**config.mk**
```make
export PLATFORM = sky130hd
export DESIGN_NAME = data_mem_arbiter
export DESIGN_NICKNAME = d
export VERILOG_FILES = /design/src/rtl/dmem_pkg.sv /design/src/rtl/rr_arb2.sv /design/src/rtl/data_mem_arbiter.sv
export SDC_FILE = /design/constraint.sdc
export NUM_CORES = 1
export LEC_CHECK = 0
export ABC_AREA = 1
export BUFFER_PORTS_ARGS = -buffer_cell sky130_fd_sc_hd__buf_2
export CAP_MARGIN = 20
export CORE_MARGIN = 2
export CORE_UTILIZATION = 30
export CTS_CLUSTER_DIAMETER = 40
export DETAILED_ROUTE_END_ITERATION = 10
export PLACE_DENSITY = 0.65
export RECOVER_POWER = 25
export SYNTH_ARGS = -nofsm -noshare
export SYNTH_HDL_FRONTEND = slang
export SYNTH_SLANG_ARGS = --single-unit
```
**constraint.sdc**
```tcl
create_clock -name clk -period 1.6 [get_ports clk]
set_clock_uncertainty 0.1 [all_clocks]
set_input_delay 0.16 -clock clk [delete_from_list [all_inputs] [get_ports clk]]
set_output_delay 0.16 -clock clk [all_outputs]
set_load 0.01 [all_outputs]
```
**src/rtl/dmem_pkg.sv**
```systemverilog
// Shared definitions for the two-port data memory arbiter: FSM state
// encodings, port identifiers and default bus widths.
package dmem_pkg;

   localparam int DMEM_AW = 32;
   localparam int DMEM_DW = 32;

   localparam logic PORT_0 = 1'b0;
   localparam logic PORT_1 = 1'b1;

   typedef enum logic [1:0] {
      ST_IDLE  = 2'd0,
      ST_ISSUE = 2'd1,
      ST_WAIT  = 2'd2,
      ST_RESP  = 2'd3
   } dmem_state_e;

endpackage

```
**src/rtl/rr_arb2.sv**
```systemverilog
// Two-way round-robin pick: a lone requester always wins, a tie goes to the
// port that was not served most recently.
module rr_arb2
   import dmem_pkg::*;
(
   input  logic [1:0] req,
   input  logic       last_port,
   output logic       gnt_valid,
   output logic       gnt_id
);

   // Choose the winner from the request vector and the last-served port
   always_comb begin
      gnt_valid = 1'b0;
      gnt_id    = PORT_0;
      case (req)
         2'b01: begin
            gnt_valid = 1'b1;
            gnt_id    = PORT_0;
         end
         2'b10: begin
            gnt_valid = 1'b1;
            gnt_id    = PORT_1;
         end
         2'b11: begin
            gnt_valid = 1'b1;
            gnt_id    = ~last_port;
         end
         default: begin
            gnt_valid = 1'b0;
            gnt_id    = PORT_0;
         end
      endcase
   end

endmodule

```
**src/rtl/data_mem_arbiter.sv**
```systemverilog
// Shares one single-port data memory between two load/store requesters.
// One transaction is in flight at a time; the fixed memory read latency is
// absorbed by a down-counter and every output is registered.
module data_mem_arbiter
   import dmem_pkg::*;
#(
   parameter int AW     = DMEM_AW,
   parameter int DW     = DMEM_DW,
   parameter int RD_LAT = 1
)
(
   input  logic          clk,
   input  logic          reset,
   input  logic [1:0]    Req,
   input  logic [1:0]    Wr,
   input  logic [AW-1:0] Address0,
   input  logic [AW-1:0] Address1,
   input  logic [DW-1:0] Write_data0,
   input  logic [DW-1:0] Write_data1,
   output logic [1:0]    Done,
   output logic [DW-1:0] Read_data,
   output logic [AW-1:0] Mem_Address,
   output logic [DW-1:0] Mem_Write_data,
   output logic          Mem_Write,
   output logic          Mem_Read,
   input  logic [DW-1:0] Mem_Read_data
);

   // Counter preload so the last WAIT cycle lines up with read data valid
   localparam logic [3:0] CNT_LOAD = 4'(RD_LAT - 1);

   dmem_state_e   state_r;
   logic          winner_r;
   logic          last_r;
   logic          wr_r;
   logic [3:0]    cnt_r;

   logic          gnt_valid_s;
   logic          gnt_id_s;
   logic          sel_wr_s;
   logic [AW-1:0] sel_addr_s;
   logic [DW-1:0] sel_wdata_s;

   rr_arb2 u_arb (
      .req       (Req),
      .last_port (last_r),
      .gnt_valid (gnt_valid_s),
      .gnt_id    (gnt_id_s)
   );

   // Steer the granted port's command fields toward the latch registers
   always_comb begin
      sel_wr_s    = Wr[0];
      sel_addr_s  = Address0;
      sel_wdata_s = Write_data0;
      if (gnt_id_s == PORT_1) begin
         sel_wr_s    = Wr[1];
         sel_addr_s  = Address1;
         sel_wdata_s = Write_data1;
      end else begin
         sel_wr_s    = Wr[0];
         sel_addr_s  = Address0;
         sel_wdata_s = Write_data0;
      end
   end

   // Transaction FSM: arbitrate, issue one strobe, wait out read latency, respond
   always_ff @(posedge clk) begin
      if (reset) begin
         state_r        <= ST_IDLE;
         winner_r       <= PORT_0;
         last_r         <= PORT_1;
         wr_r           <= 1'b0;
         cnt_r          <= 4'd0;
         Done           <= 2'b00;
         Read_data      <= '0;
         Mem_Address    <= '0;
         Mem_Write_data <= '0;
         Mem_Write      <= 1'b0;
         Mem_Read       <= 1'b0;
      end else begin
         case (state_r)
            ST_IDLE: begin
               Done <= 2'b00;
               if (gnt_valid_s) begin
                  winner_r       <= gnt_id_s;
                  last_r         <= gnt_id_s;
                  wr_r           <= sel_wr_s;
                  Mem_Address    <= sel_addr_s;
                  Mem_Write_data <= sel_wdata_s;
                  Mem_Write      <= sel_wr_s;
                  Mem_Read       <= ~sel_wr_s;
                  state_r        <= ST_ISSUE;
               end
            end
            ST_ISSUE: begin
               Mem_Write <= 1'b0;
               Mem_Read  <= 1'b0;
               if (wr_r) begin
                  Done[winner_r] <= 1'b1;
                  state_r        <= ST_RESP;
               end else begin
                  cnt_r   <= CNT_LOAD;
                  state_r <= ST_WAIT;
               end
            end
            ST_WAIT: begin
               if (cnt_r == 4'd0) begin
                  Read_data      <= Mem_Read_data;
                  Done[winner_r] <= 1'b1;
                  state_r        <= ST_RESP;
               end else begin
                  cnt_r <= cnt_r - 4'd1;
               end
            end
            ST_RESP: begin
               Done    <= 2'b00;
               state_r <= ST_IDLE;
            end
            default: begin
               Done      <= 2'b00;
               Mem_Write <= 1'b0;
               Mem_Read  <= 1'b0;
               state_r   <= ST_IDLE;
            end
         endcase
      end
   end

endmodule

```
==> impl_metrics.tcl <==
set metrics [dict create \
    p_sw_mw 4.328 \
    viasPerCell 4.468 \
    comb_power_share_pct 42.4 \
    critPathKind "register to register" \
    grt_pass1_wl_um 23070 \
    antenna_found_initial 0 \
    h-tree-depth 3 \
    ys_top_cells_by_area "dfxtp_1 46%, nand2_1 12%, a21oi_1 11%, o21ai_0 8.1%, nor2_1 6.4%" \
    drtIter0Drc 237 \
    final_common_cell "buf_2" \
    cellLeakagePower_nw 3.524 \
    yosysTopAreaCellShare_pct 45.91 \
    initial_core_util_pct 30.36 \
    max_stage_delay_ns 0.33 \
    grt_start_max_net_pins 60 \
    clock_path_buffers 2 \
    yosys.cell_types.count 23 \
    avgSynthCellArea_um2 7.148 \
    cp-start-kind "register" \
    worst_pin_slew_ns 0.4568 \
    drc 0 \
    layout-drive-gt1-share_pct 26.37 \
    layout-area-overhead-vs-synth_pct 56.88 \
    timing.setup.tns_ns 0 \
    routed_wl_um 15640 \
    clockPowerShare_pct 20.8 \
    ant_nets 0 \
    fp.dieW_um 129.9 \
    synth_top_cell_by_area "dfxtp_1" \
    layout_setup_ws_ns 0.09952 \
    hold_path_class "input pin to register" \
    cts-buffers-inserted 9 \
    grt_pass1_vias 4923 \
    min_period_ns 1.500 \
    p_int_mw 7.128 \
    crit_fanout 34 \
    final_max_slew_viol_count 0 \
    worstPathRequired_ns 1.73 \
    fmax_mhz 666.5 \
    final_cell_mix "213 x buf_2, 152 x nand2_1, 109 x dfxtp_1" \
    synth_warnings 0 \
    dieHeight_um 129.9 \
    dp.cells 1120 \
    firstDrtPassIters 4 \
    numPortBuffers 265 \
    cp_top_family "buffers and inverters" \
    maxCapViolations 0 \
    finalWeightedCongestion 0.7934 \
    power.density_nw_per_um2 1536 \
    ys_ff_latch 109 \
    holdWs_ns -0.001133 \
    cp_data_arrival_time_ns 1.63 \
    core_area_um2 15660 \
    overflow 0 \
    cp_num_buf_inv 3 \
    path_cells "inv_1 > ha_2 > o21ai_4 > clkinv_4 > buf_12 > o21ai_0 > nor2_1" \
    dieArea_um2 16870 \
    violations "negative hold slack" \
    row_count 46 \
    clk_pin_slew_ns 0.07 \
    end_kind "register" \
    clock-root-buffer "clkbuf_16" \
    synth.cell_area_um2 4753 \
    relSlewSlack_pct 69.50 \
    pre_cts_ws_ns 0.02403 \
    cts_tree "yes" \
    grt_usage_pct 17.15 \
    wl_per_cell_um 12.79 \
    vias 5460 \
    clk_latency_ns 0.34 \
    status "complete, but fails checks" \
    yosysSeqAreaShare_pct 45.91 \
    nets 1172 \
    rsz0062_at_grt "false" \
    vdd_ir_drop_max_uv 671.9 \
    setup_viol 0 \
    synth_nets 836 \
    critPathSlowestCell "dfxtp_1" \
    instances_no_fill 1222 \
    power.share.switching_pct 37.78 \
    synthCells 665 \
    ios 266 \
    clock-sinks 109 \
    power_frac_seq_pct 36.8 \
    dp_hpwl_um 10010 \
    fin_crit_sh_pct 93.78 \
    hold_viol_final 1 \
]
[flip-flops by register name, indices dropped and copies added (netlist names)]
name	flops
Done	2
Mem_Address	32
Mem_Read	1
Mem_Write	1
Mem_Write_data	32
Read_data	32
cnt_r	4
last_r	1
state_r	2
winner_r	1
wr_r	1
[power by group through the flow]
| stage | logic (mW) | clock network (mW) | registers (mW) |
|---|---|---|---|
| 6_report | 4.85 | 2.39 | 4.22 |
| 5_1_grt | 5.45 | 2.59 | 4.33 |
| 4_1_cts | 4.77 | 2.48 | 4.19 |
| 3_5_place_dp | 4.60 | 0 | 4.22 |
| 3_3_place_gp | 4.57 | 0 | 4.21 |
| 2_1_floorplan | 2.43 | 0 | 4.68 |
[path summary, 6_finish.rpt]
| kind | start | end | slack (ns) | cells past startpoint |
|---|---|---|---|---|
| worst min register to register | Read_data[14] | Read_data[14] | 0.34 | 2 |
| worst min-delay path | Mem_Read_data[3] | Read_data[3] | -0.001 | 3 |
| worst max-delay path | state_r[0] | Mem_Address[13] | 0.1 | 7 |
| worst max register to register | state_r[0] | Mem_Address[13] | 0.1 | 7 |
[metrics by stage]
stage | hold slack [ns] | power [mW] | area [µm²] | util (%)
floorplan | 0.1959 | 7.116 | 4753 | -
global placement | 0.2815 | 8.785 | 6305 | 40.27
detailed placement | 0.2887 | 8.826 | 6305 | 40.27
CTS | 0.001249 | 11.43 | 7440 | 47.52
global route | 0.009272 | 12.38 | 7455 | 47.62
finish | -0.001133 | 11.46 | 7457 | 47.63
[cell type report]
class                           count  area (µm²)
Antenna cell                        1       2.502
Multi-Input combinational cell    461        2111
Tap cell                          216       270.3
Clock inverter                      5       75.07
Timing Repair Buffer              371        2387
Timing Repair inverter              1       5.005
Inverter                           48       185.2
Fill cell                        1550        8198
Clock buffer                       10       239.0
Sequential cell                   109        2182
[worst min-delay path, cell delays in order]
cell	delay, ns
buf_2	0.08
o21ai_1	0.06
a21oi_1	0.10
[layer usage]
metal  up-vias  global-route usage (%)  share of wire [%]
met3        29                   5.125                7.3
met4         0                   7.780                2.6
met2       221                   29.44                 47
li1       2819                       -                  -
met1      2391                   19.70                 43
met5         -                       0                  0
[cells in the mapped netlist]
| cell type | count |
|---|---|
| nand4_1 | 2 |
| nand3b_1 | 1 |
| o21ai_4 | 1 |
| clkbuf_1 | 18 |
| dfxtp_1 | 109 |
| nand3_1 | 9 |
| nand2_2 | 1 |
| o211ai_1 | 2 |
| inv_1 | 45 |
| o21ai_1 | 23 |
| inv_2 | 2 |
| a21oi_1 | 105 |
| buf_4 | 9 |
| or2_2 | 1 |
| nand2_1 | 152 |
| ha_1 | 5 |
| buf_8 | 1 |
| xor2_1 | 1 |
| nor2_1 | 81 |
| o21ai_0 | 77 |
| inv_4 | 1 |
| buf_6 | 10 |
| buf_2 | 9 |
[logic make-up after synthesis]
family | Yosys count | share of synthesized area, %
xor+xnor | 1 | 0.1843
flops | 109 | 45.91
fa+ha+maj | 5 | 1.316
buf+inv | 95 | 10.32
compound gates | 208 | 22.24
simple gates | 247 | 20.03
[timing repair]
| item | CTS | global route |
|---|---|---|
| resized for setup | 0 | 22 |
| setup endpoints to repair | 0 | 84 |
| hold endpoints to repair | 80 | 0 |
| hold buffers | 82 | 0 |
| setup buffers | 0 | 1 |
Note: power is estimated with default switching activity, not from simulation.
